[src/rtl/alu_exec_unit.sv]
// -----------------------------------------------------------------------------
// alu_exec_unit
//   Registered execute stage for the 32-bit ALU operation interface. One request
//   is taken per in_valid/in_ready handshake and the result plus flags are
//   presented on an out_valid/out_ready handshake. ADD/SUB/logic ops and
//   zero-distance shifts finish at the accept edge; non-zero shifts run a
//   one-bit-per-cycle serial shifter and finish n cycles after the accept edge.
//
// Ports
//   clk        in   rising-edge clock
//   rst        in   asynchronous active-high reset
//   in_valid   in   request valid
//   in_ready   out  unit can take a request this cycle
//   A, B       in   operands (B[$clog2(WIDTH)-1:0] is the shift distance)
//   mode       in   1 ADD, 2 SUB, 3 AND, 4 OR, 5 XOR, 6 SLL, 7 SRL, 8 SRA
//   out_valid  out  result valid
//   out_ready  in   consumer takes the result
//   X          out  result
//   zero       out  X == 0
//   carry      out  ADD carry-out / SUB no-borrow (A >= B unsigned), else 0
//   ovf        out  signed overflow for ADD/SUB, else 0
//   err        out  illegal mode (0 or 9..15)
// -----------------------------------------------------------------------------
module alu_exec_unit #(
  parameter int WIDTH = 32
) (
  input  logic             clk,
  input  logic             rst,
  input  logic             in_valid,
  output logic             in_ready,
  input  logic [WIDTH-1:0] A,
  input  logic [WIDTH-1:0] B,
  input  logic [3:0]       mode,
  output logic             out_valid,
  input  logic             out_ready,
  output logic [WIDTH-1:0] X,
  output logic             zero,
  output logic             carry,
  output logic             ovf,
  output logic             err
);

  localparam int SHW = $clog2(WIDTH);

  localparam logic [0:0] ST_IDLE  = 1'b0;
  localparam logic [0:0] ST_SHIFT = 1'b1;

  localparam logic [3:0] MODE_ADD = 4'd1;
  localparam logic [3:0] MODE_SUB = 4'd2;
  localparam logic [3:0] MODE_AND = 4'd3;
  localparam logic [3:0] MODE_OR  = 4'd4;
  localparam logic [3:0] MODE_XOR = 4'd5;
  localparam logic [3:0] MODE_SLL = 4'd6;
  localparam logic [3:0] MODE_SRL = 4'd7;
  localparam logic [3:0] MODE_SRA = 4'd8;

  localparam logic [SHW-1:0] CNT_ONE  = {{(SHW-1){1'b0}}, 1'b1};
  localparam logic [WIDTH:0] SUM_ONE  = {{WIDTH{1'b0}}, 1'b1};

  logic [0:0]       state_q, state_d;
  logic [WIDTH-1:0] work_q, work_d;
  logic [SHW-1:0]   cnt_q, cnt_d;
  logic [3:0]       shmode_q, shmode_d;
  logic             outValid_q, outValid_d;
  logic [WIDTH-1:0] x_q, x_d;
  logic             zero_q, zero_d;
  logic             carry_q, carry_d;
  logic             ovf_q, ovf_d;
  logic             err_q, err_d;

  logic             accept;
  logic [SHW-1:0]   shiftAmt;
  logic             isShift;
  logic [WIDTH:0]   addSum;
  logic [WIDTH:0]   subSum;
  logic [WIDTH-1:0] immX;
  logic             immCarry;
  logic             immOvf;
  logic             immErr;
  logic [WIDTH-1:0] shifted;

  // One-bit step of the serial shifter; the direction/fill comes from the
  // mode captured at accept, not the live mode input.
  function automatic logic [WIDTH-1:0] shiftOne(input logic [WIDTH-1:0] v,
                                                input logic [3:0]       m);
    case (m)
      MODE_SLL: shiftOne = {v[WIDTH-2:0], 1'b0};
      MODE_SRL: shiftOne = {1'b0, v[WIDTH-1:1]};
      MODE_SRA: shiftOne = {v[WIDTH-1], v[WIDTH-1:1]};
      default:  shiftOne = v;
    endcase
  endfunction

  // Only the IDLE state can accept, and only if the output slot is empty or is
  // being drained in this very cycle.
  assign in_ready = (state_q == ST_IDLE) && (!outValid_q || out_ready);
  assign accept   = in_valid && in_ready;
  assign shiftAmt = B[SHW-1:0];
  assign isShift  = (mode == MODE_SLL) || (mode == MODE_SRL) || (mode == MODE_SRA);

  // SUB reuses the adder form A + ~B + 1 so the top bit is directly the
  // no-borrow flag.
  assign addSum  = {1'b0, A} + {1'b0, B};
  assign subSum  = {1'b0, A} + {1'b0, ~B} + SUM_ONE;
  assign shifted = shiftOne(work_q, shmode_q);

  // Single-cycle result for everything that completes at the accept edge,
  // including a shift whose distance is zero (X = A).
  always_comb begin
    immX     = '0;
    immCarry = 1'b0;
    immOvf   = 1'b0;
    immErr   = 1'b0;
    case (mode)
      MODE_ADD: begin
        immX     = addSum[WIDTH-1:0];
        immCarry = addSum[WIDTH];
        immOvf   = (A[WIDTH-1] == B[WIDTH-1]) && (addSum[WIDTH-1] != A[WIDTH-1]);
      end
      MODE_SUB: begin
        immX     = subSum[WIDTH-1:0];
        immCarry = subSum[WIDTH];
        immOvf   = (A[WIDTH-1] != B[WIDTH-1]) && (subSum[WIDTH-1] != A[WIDTH-1]);
      end
      MODE_AND: immX = A & B;
      MODE_OR:  immX = A | B;
      MODE_XOR: immX = A ^ B;
      MODE_SLL, MODE_SRL, MODE_SRA: immX = A;
      default:  immErr = 1'b1;
    endcase
  end

  // Next-state logic. The output registers only change when a new result is
  // produced; otherwise they hold so a stalled consumer sees a stable value.
  // A shift can only finish while out_valid is low because it was accepted
  // into an empty (or draining) slot, so results never overwrite each other.
  always_comb begin
    state_d    = state_q;
    work_d     = work_q;
    cnt_d      = cnt_q;
    shmode_d   = shmode_q;
    outValid_d = outValid_q;
    x_d        = x_q;
    zero_d     = zero_q;
    carry_d    = carry_q;
    ovf_d      = ovf_q;
    err_d      = err_q;

    if (outValid_q && out_ready) begin
      outValid_d = 1'b0;
    end

    case (state_q)
      ST_IDLE: begin
        if (accept) begin
          if (isShift && (shiftAmt != '0)) begin
            work_d   = A;
            cnt_d    = shiftAmt;
            shmode_d = mode;
            state_d  = ST_SHIFT;
          end else begin
            x_d        = immX;
            zero_d     = (immX == '0);
            carry_d    = immCarry;
            ovf_d      = immOvf;
            err_d      = immErr;
            outValid_d = 1'b1;
          end
        end
      end
      ST_SHIFT: begin
        work_d = shifted;
        cnt_d  = cnt_q - CNT_ONE;
        if (cnt_q == CNT_ONE) begin
          x_d        = shifted;
          zero_d     = (shifted == '0);
          carry_d    = 1'b0;
          ovf_d      = 1'b0;
          err_d      = 1'b0;
          outValid_d = 1'b1;
          state_d    = ST_IDLE;
        end
      end
      default: state_d = ST_IDLE;
    endcase
  end

  // State and output registers; reset aborts any shift in progress.
  always_ff @(posedge clk or posedge rst) begin
    if (rst) begin
      state_q    <= ST_IDLE;
      work_q     <= '0;
      cnt_q      <= '0;
      shmode_q   <= '0;
      outValid_q <= 1'b0;
      x_q        <= '0;
      zero_q     <= 1'b0;
      carry_q    <= 1'b0;
      ovf_q      <= 1'b0;
      err_q      <= 1'b0;
    end else begin
      state_q    <= state_d;
      work_q     <= work_d;
      cnt_q      <= cnt_d;
      shmode_q   <= shmode_d;
      outValid_q <= outValid_d;
      x_q        <= x_d;
      zero_q     <= zero_d;
      carry_q    <= carry_d;
      ovf_q      <= ovf_d;
      err_q      <= err_d;
    end
  end

  assign out_valid = outValid_q;
  assign X         = x_q;
  assign zero      = zero_q;
  assign carry     = carry_q;
  assign ovf       = ovf_q;
  assign err       = err_q;

endmodule
[config.mk]
export PLATFORM = sky130hd
export DESIGN_NAME = alu_exec_unit
export DESIGN_NICKNAME = d
export VERILOG_FILES = /design/src/rtl/alu_exec_unit.sv
export SDC_FILE = /design/constraint.sdc
export NUM_CORES = 1
export LEC_CHECK = 0
export ABC_CLOCK_PERIOD_IN_PS = 6200
export CORE_MARGIN = 5
export CORE_UTILIZATION = 55
export CTS_CLUSTER_DIAMETER = 50
export DETAILED_ROUTE_END_ITERATION = 10
export PLACE_DENSITY = 0.75
export SLEW_MARGIN = 20
export SYNTH_ARGS = -nofsm -noshare
export SYNTH_HDL_FRONTEND = slang
export SYNTH_SLANG_ARGS = --single-unit
[constraint.sdc]
create_clock -name clk -period 6.2 [get_ports clk]
set_input_delay 1.24 -clock clk [delete_from_list [all_inputs] [get_ports clk]]
set_output_delay 1.24 -clock clk [all_outputs]
set_load 0.05 [all_outputs]
==> results.yml <==
run_status:
  outcome: "complete, no violations"
sta:
  slew_violations: 0
  layout_min_cycle_time_ns: 5.26
  slew_headroom_pct: 30.6
  fmax_mhz: 190
  fin_hold_ws_ns: 0.474
  setup_ws_ns: 0.942
  fin_worst_skew_ns: 0.00775
  fin_crit_sh_pct: 84.8
  worst_slew_pin_slew_ns: 1.04
  hold_viol: 0
  setup_viol_count_final: 0
  setup_tns_ns: 0
  rsz0062_at_grt: "false"
synthesis:
  ys_types: 92
  synthesis.nets: 1496
  syn_inst: 1315
  yosysWarnings: 0
  synth_seq_cells: 79
  syn_area_um2: 10000
  synth_edf_count: 0
  syn-mean-instance-area_um2: 7.61
  async_flop_share_pct: 100
  synth-main-ff-cell: "dfrtp_1"
  ys_seq_area_share_pct: 19.8
floorplanning:
  core-area_um2: 18000
  start_util_pct: 55.7
  ios: 110
  die_w_um: 145
  dieArea_um2: 21000
  rows: 49
  die_y_um: 145
place:
  io_buffers: 109
  dpl_cell_area_um2: 11300
  dp_hpwl_mm: 29.7
  place.gp.congestion: 1.02
  place_ws_ns: 0.685
  dp.cells: 1604
critical_path:
  path_max_fanout: 12
  slowest_delay_ns: 0.67
  end_kind: "flop"
  timing.rr.start: "cnt_q[1]"
  r2r_slack_ns: 1.95
  arrival_ns: 5.52
  cp_slowest_cell: "clkdlybuf4s50_1"
  crit_required_ns: 6.46
  crit_chain: "clkdlybuf4s50_1 > inv_1 > ha_1 > nor2_1 > a2111o_1 > a221o_1 > a22oi_1 > nand2b_1 > o41ai_1 > o211ai_1 > a2111oi_0 > nand4_1 > o21ai_1"
  cp-start-kind: "primary input"
  setup.worst_path.class: "in2reg"
  critPathLaunch: "A[11]"
run:
  maxCapViolations: 0
clock_tree:
  clk_path_buf_depth: 2
  clock_latency_ns: 0.34
  clkSlewWorstSetupHoldPaths_ns: 0.06
  hold_buffers: 0
  cts_buffers: 9
  postCtsSetupRepairBufs: 0
  clkSinkCount: 79
  cts-root-buf: "clkbuf_16"
  post_cts_resized: 0
  cts_tree: "built"
  h-tree-depth: 3
route:
  drt-pass1-iter-count: 10
  wl_per_cell_um: 23.9
  routed_wirelength_mm: 38.7
  drtIter0Drc: 1606
  drt-vias-per-instance: 7.00
  final_antenna_net_count: 0
  drc: 0
  vias: 11300
grt:
  grt_pass1_vias: 10200
  grt-ovfl-total: 0
  grt_max_degree: 80
  grt_first_pass_wirelength_mm: 58.0
  grtUsageTotal_pct: 35.5
  antenna_found_initial: 1
power:
  peakVddDrop_v: 0.000404
  p_per_area_nw_per_um2: 319
  p_leak_nw: 5.03
final_layout:
  n_fill_cell: 1598
  fin_area_um2: 11700
  final_common_cell: "nand2_1"
  fin_cells: 1620
  antenna_cells: 0
  layout.nets: 1567
  multi_input_area_um2: 7280
  seq_area_um2: 1980
  drive_above_1_share_pct: 6.47
  layout_common_cells: "nand2_1 (142), clkdlybuf4s50_1 (109), ha_1 (107)"
  syn2layout_area_growth_pct: 16.5
min_path:
  hp-class: "reg2reg"
  holdCritStartpoint: "X[3]"
[where the power goes]
group,switching [W],leakage (nW),internal [W]
registers,0.000189,1.01,0.000731
clock network,0.000209,0.160,0.000364
logic,0.00145,3.86,0.000778
total,0.00185,5.03,0.00187
[layer usage]
| layer | share of wire, % | global-route usage, % | up-vias |
|---|---|---|---|
| met4 | 3.7 | 12.3 | 2 |
| li1 | - | - | 5105 |
| met5 | 0.034 | 0 | - |
| met3 | 13 | 6.84 | 127 |
| met2 | 42 | 52.5 | 763 |
| met1 | 42 | 51.6 | 5343 |
[through the flow]
stage / total power, W / util [%]
6_report: 0.00372 / 64.9
5_1_grt: 0.00391 / 64.9
4_1_cts: 0.00367 / 64.9
3_5_place_dp: 0.00309 / 63.1
3_3_place_gp: 0.00307 / 63.1
2_1_floorplan: 0.00238 / -
[final timing paths]
check                        endpoint  depth (start not counted)
setup / recovery                 zero                         13
hold / removal                   X[3]                          2
setup reg to reg                 zero                         13
hold reg to reg                  X[3]                          2
max in group asynchronous  work_q[12]                          3
min in group asynchronous       X[23]                          3
[kinds of logic after synthesis]
kind of cell	count (synthesis)	synth area share [%]
multiplexers	15	1.73
XOR/XNOR	9	0.788
AO/OA/AOI/OAI	478	35.4
flip-flops	79	19.8
AND/OR/NAND/NOR	429	20.8
adder cells (fa/ha/maj)	109	13.8
buffers and inverters	196	7.75
[critical path, delay by kind of cell]
family | cells | cell delay (ns)
AOI/OAI and AO/OA | 7 | 2.50
and+or+nand+nor | 3 | 0.46
adders and majority gates | 1 | 0.54
buffers and inverters | 2 | 0.76
[flip-flops by register name, indices dropped and copies added, names as in the netlist]
name       cells
zero           1
carry          1
cnt_q          5
X             32
ovf            1
work_q        32
err            1
out_valid      1
state_q        1
shmode_q       4
[synth_stat cells (12+ instances only)]
cell type	count	area share [%]
buf_2	17	0.85
o22ai_1	12	0.75
a31oi_1	12	0.75
nand2b_1	14	0.88
ha_1	107	13
nand2_1	142	5.3
inv_1	105	3.9
nor2_1	107	4.0
a222oi_1	21	2.1
a221o_1	44	4.4
clkbuf_1	60	2.3
o31ai_1	15	1.1
o21ai_0	66	3.3
dfrtp_1	79	20
nor2b_1	19	1.2
a221oi_1	12	1.1
nand4_1	23	1.4
a22oi_1	29	2.2
nand3_1	20	1.0
nor3_1	29	1.5
nor4_1	13	0.81
a21oi_1	97	4.9
o211ai_1	17	1.3
a211oi_1	20	1.5
[area by class of cell]
cell class	count	area share (%)
Inverter	108	3.49
Sequential cell	79	17.0
Multi-Input combinational cell	1040	62.4
Clock buffer	11	2.08
Timing Repair Buffer	148	11.9
Tap cell	229	2.46
Clock inverter	5	0.676
Power figures use the tool's default switching activity.
